===== src/rtl/sram_port_arbiter_if.sv =====
// Request, response and SRAM-macro signals of the two-port SRAM arbiter.
// The slave modport is the arbiter's view; master is the surrounding system.
interface sram_port_arbiter_if #(
  parameter int ADDR_W = 10,
  parameter int DATA_W = 32,
  parameter int MASK_W = 4
);
  logic              req0_valid;
  logic              req0_ready;
  logic              req0_write;
  logic [ADDR_W-1:0] req0_addr;
  logic [DATA_W-1:0] req0_wdata;
  logic [MASK_W-1:0] req0_wmask;
  logic              resp0_valid;
  logic [DATA_W-1:0] resp0_rdata;

  logic              req1_valid;
  logic              req1_ready;
  logic              req1_write;
  logic [ADDR_W-1:0] req1_addr;
  logic [DATA_W-1:0] req1_wdata;
  logic [MASK_W-1:0] req1_wmask;
  logic              resp1_valid;
  logic [DATA_W-1:0] resp1_rdata;

  logic              init_done;

  logic              sram_en;
  logic              sram_wmode;
  logic [ADDR_W-1:0] sram_addr;
  logic [MASK_W-1:0] sram_wmask;
  logic [DATA_W-1:0] sram_wdata;
  logic [DATA_W-1:0] sram_rdata;

  modport slave (
    input  req0_valid, req0_write, req0_addr, req0_wdata, req0_wmask,
    output req0_ready, resp0_valid, resp0_rdata,
    input  req1_valid, req1_write, req1_addr, req1_wdata, req1_wmask,
    output req1_ready, resp1_valid, resp1_rdata,
    output init_done,
    output sram_en, sram_wmode, sram_addr, sram_wmask, sram_wdata,
    input  sram_rdata
  );

  modport master (
    output req0_valid, req0_write, req0_addr, req0_wdata, req0_wmask,
    input  req0_ready, resp0_valid, resp0_rdata,
    output req1_valid, req1_write, req1_addr, req1_wdata, req1_wmask,
    input  req1_ready, resp1_valid, resp1_rdata,
    input  init_done,
    input  sram_en, sram_wmode, sram_addr, sram_wmask, sram_wdata,
    output sram_rdata
  );
endinterface


===== src/rtl/sram_port_arbiter.sv =====
// Zero-fills a single-port SRAM after reset, then shares its RW port between
// two requesters round-robin, one access per cycle, read data one cycle later.
module sram_port_arbiter #(
  parameter int ADDR_W        = 10,
  parameter int DATA_W        = 32,
  parameter int MASK_W        = 4,
  parameter int INIT_ON_RESET = 1
) (
  input  logic                clock,
  input  logic                reset_n,
  sram_port_arbiter_if.slave  bus
);

  typedef enum logic {S_INIT, S_RUN} state_t;

  localparam logic [ADDR_W-1:0] LAST_ADDR = {ADDR_W{1'b1}};

  state_t            state;
  logic [ADDR_W-1:0] scrub_cnt;
  logic              init_done_q;
  logic              last;
  logic              gnt0;
  logic              gnt1;
  logic              run;
  logic              rd_vld_p1;
  logic              rd_port_p1;

  // Scrub / run state machine
  always_ff @(posedge clock or negedge reset_n) begin
    if (!reset_n) begin
      state       <= (INIT_ON_RESET != 0) ? S_INIT : S_RUN;
      scrub_cnt   <= '0;
      init_done_q <= (INIT_ON_RESET == 0);
    end else begin
      case (state)
        S_INIT: begin
          scrub_cnt <= scrub_cnt + ADDR_W'(1);
          if (scrub_cnt == LAST_ADDR) begin
            state       <= S_RUN;
            init_done_q <= 1'b1;
          end
        end
        default: begin
          state <= S_RUN;
        end
      endcase
    end
  end

  assign bus.init_done = init_done_q;

  // reset_n gating keeps ready and sram_en low while reset is held
  assign run = (state == S_RUN) && reset_n;

  always_comb begin
    gnt0 = 1'b0;
    gnt1 = 1'b0;
    if (run) begin
      if (bus.req0_valid && bus.req1_valid) begin
        gnt0 = last;
        gnt1 = !last;
      end else begin
        gnt0 = bus.req0_valid;
        gnt1 = bus.req1_valid;
      end
    end
  end

  assign bus.req0_ready = gnt0;
  assign bus.req1_ready = gnt1;

  always_comb begin
    bus.sram_en    = 1'b0;
    bus.sram_wmode = 1'b0;
    bus.sram_addr  = bus.req0_addr;
    bus.sram_wmask = {MASK_W{1'b0}};
    bus.sram_wdata = bus.req0_wdata;
    if (state == S_INIT) begin
      bus.sram_en    = reset_n;
      bus.sram_wmode = 1'b1;
      bus.sram_addr  = scrub_cnt;
      bus.sram_wmask = {MASK_W{1'b1}};
      bus.sram_wdata = {DATA_W{1'b0}};
    end else if (gnt1) begin
      bus.sram_en    = 1'b1;
      bus.sram_wmode = bus.req1_write;
      bus.sram_addr  = bus.req1_addr;
      bus.sram_wmask = bus.req1_write ? bus.req1_wmask : {MASK_W{1'b0}};
      bus.sram_wdata = bus.req1_wdata;
    end else if (gnt0) begin
      bus.sram_en    = 1'b1;
      bus.sram_wmode = bus.req0_write;
      bus.sram_wmask = bus.req0_write ? bus.req0_wmask : {MASK_W{1'b0}};
    end
  end

  // Grant pointer and read tag; the tag is the one-cycle read pipeline stage
  always_ff @(posedge clock or negedge reset_n) begin
    if (!reset_n) begin
      last       <= 1'b1;
      rd_vld_p1  <= 1'b0;
      rd_port_p1 <= 1'b0;
    end else begin
      if (gnt0) begin
        last <= 1'b0;
      end else if (gnt1) begin
        last <= 1'b1;
      end
      rd_vld_p1  <= (gnt0 && !bus.req0_write) || (gnt1 && !bus.req1_write);
      rd_port_p1 <= gnt1;
    end
  end

  // Response stage: the macro's rdata passes straight through
  assign bus.resp0_valid = rd_vld_p1 && !rd_port_p1;
  assign bus.resp1_valid = rd_vld_p1 && rd_port_p1;
  assign bus.resp0_rdata = bus.sram_rdata;
  assign bus.resp1_rdata = bus.sram_rdata;

endmodule

===== src/flat_wrapper.sv =====
// flat-port wrapper written by rule: the top's interface ports become plain ports
module sram_port_arbiter_flat 
#(
  parameter int ADDR_W        = 10,
  parameter int DATA_W        = 32,
  parameter int MASK_W        = 4,
  parameter int INIT_ON_RESET = 1
)
  (clock, reset_n, bus_req0_valid, bus_req0_write, bus_req0_addr, bus_req0_wdata, bus_req0_wmask, bus_req0_ready, bus_resp0_valid, bus_resp0_rdata, bus_req1_valid, bus_req1_write, bus_req1_addr, bus_req1_wdata, bus_req1_wmask, bus_req1_ready, bus_resp1_valid, bus_resp1_rdata, bus_init_done, bus_sram_en, bus_sram_wmode, bus_sram_addr, bus_sram_wmask, bus_sram_wdata, bus_sram_rdata);
  sram_port_arbiter_if #(.ADDR_W(ADDR_W), .DATA_W(DATA_W), .MASK_W(MASK_W)) bus_i ();
  input  logic clock;
  input  logic reset_n;
  input wire logic [$bits(bus_i.req0_valid)-1:0] bus_req0_valid;
  input wire logic [$bits(bus_i.req0_write)-1:0] bus_req0_write;
  input wire logic [$bits(bus_i.req0_addr)-1:0] bus_req0_addr;
  input wire logic [$bits(bus_i.req0_wdata)-1:0] bus_req0_wdata;
  input wire logic [$bits(bus_i.req0_wmask)-1:0] bus_req0_wmask;
  output wire logic [$bits(bus_i.req0_ready)-1:0] bus_req0_ready;
  output wire logic [$bits(bus_i.resp0_valid)-1:0] bus_resp0_valid;
  output wire logic [$bits(bus_i.resp0_rdata)-1:0] bus_resp0_rdata;
  input wire logic [$bits(bus_i.req1_valid)-1:0] bus_req1_valid;
  input wire logic [$bits(bus_i.req1_write)-1:0] bus_req1_write;
  input wire logic [$bits(bus_i.req1_addr)-1:0] bus_req1_addr;
  input wire logic [$bits(bus_i.req1_wdata)-1:0] bus_req1_wdata;
  input wire logic [$bits(bus_i.req1_wmask)-1:0] bus_req1_wmask;
  output wire logic [$bits(bus_i.req1_ready)-1:0] bus_req1_ready;
  output wire logic [$bits(bus_i.resp1_valid)-1:0] bus_resp1_valid;
  output wire logic [$bits(bus_i.resp1_rdata)-1:0] bus_resp1_rdata;
  output wire logic [$bits(bus_i.init_done)-1:0] bus_init_done;
  output wire logic [$bits(bus_i.sram_en)-1:0] bus_sram_en;
  output wire logic [$bits(bus_i.sram_wmode)-1:0] bus_sram_wmode;
  output wire logic [$bits(bus_i.sram_addr)-1:0] bus_sram_addr;
  output wire logic [$bits(bus_i.sram_wmask)-1:0] bus_sram_wmask;
  output wire logic [$bits(bus_i.sram_wdata)-1:0] bus_sram_wdata;
  input wire logic [$bits(bus_i.sram_rdata)-1:0] bus_sram_rdata;
  assign bus_i.req0_valid = bus_req0_valid;
  assign bus_i.req0_write = bus_req0_write;
  assign bus_i.req0_addr = bus_req0_addr;
  assign bus_i.req0_wdata = bus_req0_wdata;
  assign bus_i.req0_wmask = bus_req0_wmask;
  assign bus_req0_ready = bus_i.req0_ready;
  assign bus_resp0_valid = bus_i.resp0_valid;
  assign bus_resp0_rdata = bus_i.resp0_rdata;
  assign bus_i.req1_valid = bus_req1_valid;
  assign bus_i.req1_write = bus_req1_write;
  assign bus_i.req1_addr = bus_req1_addr;
  assign bus_i.req1_wdata = bus_req1_wdata;
  assign bus_i.req1_wmask = bus_req1_wmask;
  assign bus_req1_ready = bus_i.req1_ready;
  assign bus_resp1_valid = bus_i.resp1_valid;
  assign bus_resp1_rdata = bus_i.resp1_rdata;
  assign bus_init_done = bus_i.init_done;
  assign bus_sram_en = bus_i.sram_en;
  assign bus_sram_wmode = bus_i.sram_wmode;
  assign bus_sram_addr = bus_i.sram_addr;
  assign bus_sram_wmask = bus_i.sram_wmask;
  assign bus_sram_wdata = bus_i.sram_wdata;
  assign bus_i.sram_rdata = bus_sram_rdata;
  sram_port_arbiter #(.ADDR_W(ADDR_W), .DATA_W(DATA_W), .MASK_W(MASK_W), .INIT_ON_RESET(INIT_ON_RESET)) u_core (.clock(clock), .reset_n(reset_n), .bus(bus_i));
endmodule

===== config.mk =====
export PLATFORM = sky130hd
export DESIGN_NAME = sram_port_arbiter_flat
export DESIGN_NICKNAME = d
export VERILOG_FILES = /design/src/rtl/sram_port_arbiter_if.sv /design/src/rtl/sram_port_arbiter.sv /design/src/flat_wrapper.sv
export SDC_FILE = /design/constraint.sdc
export NUM_CORES = 1
export LEC_CHECK = 0
export CORE_MARGIN = 5
export CORE_UTILIZATION = 27
export CTS_BUF_LIST = sky130_fd_sc_hd__clkbuf_4 sky130_fd_sc_hd__clkbuf_8 sky130_fd_sc_hd__clkbuf_16
export DETAILED_ROUTE_END_ITERATION = 8
export PLACE_DENSITY_LB_ADDON = 0.15
export SYNTH_ARGS = -nofsm -noshare
export SYNTH_HDL_FRONTEND = slang
export SYNTH_SLANG_ARGS = --single-unit

===== constraint.sdc =====
create_clock -name clock -period 2.2 [get_ports clock]
set_clock_uncertainty 0.15 [all_clocks]
set_input_delay 0.44 -clock clock [delete_from_list [all_inputs] [get_ports clock]]
set_output_delay 0.44 -clock clock [all_outputs]
set_load 0.03 [all_outputs]

**Yosys cells after proc, flatten, opt, wreduce, memory -nomap -nowiden**

Index checks and enable logic that the tools add are counted.

- Output and inout port bits: 117
- Register bits after elaboration: 15
- Input bits: 130
- Word-level logic and storage cells: 45

- Reduce and logical (&&, ||, !) cells: 13
- Mux-type cells: 23
- Bitwise logic cells: 1
- Eq/ne operators: 1
- Add/subtract/negate cells: 1

Operators by type and width:

| kind | count |
|---|---|
| $mux 32 | 2 |
| $mux 10 | 2 |
| $mux 4 | 5 |
| $mux 1 | 14 |
| $add 10x1->10 const B | 1 |
| $eq 10x10->1 const B | 1 |
| $logic_and 1x1->1 | 6 |
| $logic_not 1->1 | 4 |
| $reduce_and 2->1 | 1 |
| $reduce_bool 2->1 | 1 |
| $logic_or 1x1->1 | 1 |
| $not 1->1 | 1 |

**Logic depth before layout (Yosys ltp)**

- Depth after elaboration: 6
- Mapped depth: 5
- Mapped depth without buffers: 4

**Least setup slack after synthesis**

No wires, ideal clock.

- Path kind: register to output
- Start: register u_core.last
- End: output port bus_sram_wdata[10]
- Required time: 1.610 ns
- Path buffers: 1
- Cell stages (with the launch flop): 5
- Slack: 0.062 ns
- Arrival: 1.548 ns
- Cell sequence: dfstp_2 and2_1 clkbuf_1 o21ai_0 a21oi_1

- Cells in the longest elaborated chain, start to end: 5

Ends and longest elaborated chain:

| what | RTL line | text |
|---|---|---|
| from (decl) | sram_port_arbiter.sv:21 | `logic last;` |
| from (signal assigned) | sram_port_arbiter.sv:100 | `last <= 1'b1;` |
| from (signal assigned) | sram_port_arbiter.sv:105 | `last <= 1'b0;` |
| from (signal assigned) | sram_port_arbiter.sv:107 | `last <= 1'b1;` |
| $logic_not 1->1 | sram_port_arbiter.sv:61 | `gnt1 = !last;` |
| $mux 1 | sram_port_arbiter.sv:59 | `if (bus.req0_valid && bus.req1_valid) begin` |
| $mux 1 | sram_port_arbiter.sv:58 | `if (run) begin` |
| $mux 32 | sram_port_arbiter.sv:84 | `end else if (gnt1) begin` |
| $mux 32 | sram_port_arbiter.sv:78 | `if (state == S_INIT) begin` |
| to (decl) | flat_wrapper.sv:34 | `output wire logic [$bits(bus_i.sram_wdata)-1:0] bus_sram_wdata;` |

Every way passes these cells.

**Worst setup path in the final report**

- Start: register u_core.last
- End: output port bus_sram_wmask[0]

- Cells in the longest elaborated chain, start to end: 5
- Elaborated cells between the ends (all ways): 8
- Those cells by class: mux: 7; reduce/logical: 1

Ends and longest elaborated chain:

| what | RTL line | text |
|---|---|---|
| $mux 1 or $logic_not 1->1 (tied branches) | sram_port_arbiter.sv:59, sram_port_arbiter.sv:61 |  |
| $mux 1 (on tied branches) | sram_port_arbiter.sv:58, sram_port_arbiter.sv:59 |  |
| $mux 4 or $mux 1 (tied branches) | sram_port_arbiter.sv:90, sram_port_arbiter.sv:58 |  |
| $mux 4 (*) | sram_port_arbiter.sv:84 |  |
| $mux 4 (*) | sram_port_arbiter.sv:78 |  |
| to (decl) | flat_wrapper.sv:33 | `output wire logic [$bits(bus_i.sram_wmask)-1:0] bus_sram_wmask;` |

Mark *: on every way between the ends. The rest lies on a longest branch, timed or not.

==> key figures <==
Synth
  • Synthesized net count: 421
  • Ys flop type: dfrtp_1
  • Post-Syn Instances: between 200 and 300
  • Async SR Flop Fraction: 1.00
  • Post-synthesis cell type count: 35
  • Post-synth EDFFs: 0
  • Sequential fraction of the synthesis area: 0.186
  • Syn Area/Cell: about 7.0 µm²
  • Syn Std Cell Area: approximately 0.0020 mm²
  • Synthesis-stage register bit count: 15
  • Warnings from Yosys: 0

Critical path
  • Critical path class: reg2out
  • Critical path capture point type: primary output
  • CP startpoint kind: register
  • CP Data Required Time: ~1600 ps
  • Crit path max fanout: 5
  • CP arrival: roughly 1600 ps

CTS
  • Worst skew pair latency: about 240 ps
  • Root Buffer: clkbuf_8
  • CTS Buf Count: 3
  • CTS tree: built
  • Clock slew at reported path FFs: 60 ps
  • H-tree levels: 1
  • Clk buf depth: 2
  • Clk sinks: 15

Floorplan
  • Row count: 31
  • Die W: a little under 100 µm
  • Top-Level Pins: ~250
  • Die H: about 97 µm
  • Initial Util: 0.277
  • Core area: between 0.007 and 0.008 mm²
  • Die area: around 0.0093 mm²

Global route
  • Total grt overflow: 0
  • Initial antenna violation count: 0
  • Vias in the first global route: 2378
  • GRT Util Overall: 0.176
  • Largest net degree at the start of global routing: 31
  • First-pass GRT wire length: 12900 µm

Layout
  • Area of the multi-input gates: about 0.0011 mm²
  • # fillers: slightly below 800
  • Ant diodes: 0
  • Reg area: ~380 µm²
  • Layout cells sized above 1: 0.275
  • Area grow syn2layout: 73.2%
  • Design area: between 0.003 and 0.004 mm²
  • Final nets: slightly above 500
  • Commonest non-fill, non-tap cells in the layout: clkdlybuf4s50_1 (96), buf_4 (55), a21oi_1 (36), nand3_1 (34), o21ai_0 (32)
  • Commonest non-fill, non-tap cell in the layout: clkdlybuf4s50_1

Power
  • Leak Pwr: between 1 and 1.5 nW
  • Maximum VDD drop: a little under 400 µV
  • Total power: 0.000729 W
  • Pwr per Cell Area: around 210 mW/mm²

STA
  • F_max: ~0.45 GHz
  • Max-slew violations: 0
  • Min Tclk post-route: 2210 ps
  • RSZ-0062 raised after global routing: true
  • Final WS setup: -6.81 ps
  • Worst-Margin Slew: 315 ps
  • Setup violators final: 1
  • Worst relative slew slack: 0.789
  • Period Utilization, post-route: 1.00
  • Final Hold Fails: 0

Place
  • HPWL after detailed placement: between 6000 and 7000 µm
  • Final estimated routing congestion in global placement: roughly 0.75
  • Buffers on Ports: 150
  • Post-DP Area: 0.00328 mm²

Drt
  • Post-route ant nets: 0
  • Vias per cell: 4.93
  • Initial DRC count: 77
  • Wirelength per Cell: between 15 and 20 µm
  • DRC violations left: 0
  • Vias post-DR: around 2400
  • Post-Route WL: 9130 µm
  • Pre-antenna DRT Iters: 4

Flow run
  • Max Cap Violations: 0

Status
  • Violated checks: negative setup slack
  • Status: finished with violations

Hold path
  • HP Class: in2async
-- report_power, final --
group          switching (W)  total [W]  internal, W
sequential                 0   0.000276     0.000276
combinational      0.0000494   0.000216     0.000166
clock              0.0000970   0.000237     0.000140
total               0.000146   0.000729     0.000583
-- repair_timing --
action | in CTS | in global routing
cloned | 3 | 0
setup buffers | 1 | 2
endpoints found under the setup margin | 49 | 47
resized for setup | 32 | 17
pin swaps | 8 | 5
hold buffers | 0 | 0
-- registers in the layout (all words and copies together), names as in the netlist --
signal and cells:
u_core.bus.init_done 1, u_core.rd_vld_p1 1, u_core.state 1, u_core.rd_port_p1 1, u_core.last 1, u_core.scrub_cnt 10
-- metal layers --
metal  vias to the layer above  routed length, µm  GRT usage
li1                       1156                  -          -
met1                      1110               3550      0.216
met2                       109               4610      0.314
met3                        10                878     0.0449
met4                         0                 92     0.0304
met5                         -                  0          0
-- worst max-delay path, cell delays in order, from the launching register on --
cell	delay (ps)
dfstp_2	560
buf_4	130
nor2b_4	40
nor3b_2	160
buf_4	160
a221o_1	190
buf_12	130
-- cells by family (layout without fill, tap and decap cells) --
logic type               Yosys count  in the layout  synth area share
buffers and inverters             92            187             0.299
AO/OA/AOI/OAI                    101            101             0.274
AND/OR/NAND/NOR                   71             71             0.190
adder cells (fa/ha/maj)            1              1           0.00618
XOR/XNOR                           9              9            0.0390
multiplexers                       1              1           0.00557
flip-flops                        15             15             0.186
-- cell usage after synthesis, drive strengths merged, types with 3 or more instances --
library cell  number  share of area
nor2              11          0.020
nand3             37          0.096
buf               72           0.26
dfrtp             14           0.17
clkbuf            16          0.030
xnor2              5          0.022
inv                4         0.0074
nand2              8          0.015
a221o              4          0.020
o21ai             42           0.10
a21oi             41           0.10
a31oi              9          0.028
nor3               3         0.0074
xor2               4          0.017
-- per-stage QoR --
stage / TNS (ps) / cells / utilization / hold slack [ps] / setup slack, ps
after floorplan: 0 / 290 / - / -5.59 / 61.9
after global placement: -11060 / 474 / 0.450 / 305 / -299
after detailed placement: -11990 / 474 / 0.450 / 313 / -334
after CTS: -42.6 / 482 / 0.476 / 140 / -10.8
after global routing: -1700 / 484 / 0.481 / 68.3 / -77.5
final: -6.81 / 484 / 0.481 / 49.4 / -6.81
-- area by class of cell --
cell class,count,share of cell area
Clock buffer,4,0.0139
Inverter,4,0.00428
Multi-Input combinational cell,183,0.315
Sequential cell,15,0.107
Tap cell,99,0.0353
Timing Repair Buffer,179,0.524
-- final timing paths --
path                                         to                 start  slack, ps  cells after the start
min reg2reg                u_core.bus.init_done  u_core.bus.init_done        340                      2
min                         u_core.scrub_cnt[7]               reset_n         50                      2
max                           bus_sram_wmask[0]           u_core.last         -7                      6
min in group clock         u_core.bus.init_done  u_core.bus.init_done        340                      2
max reg2reg                 u_core.scrub_cnt[7]          u_core.state        630                      5
max in group asynchronous           u_core.last               reset_n       1610                      3
No activity file was read; power rests on OpenSTA's default activity.
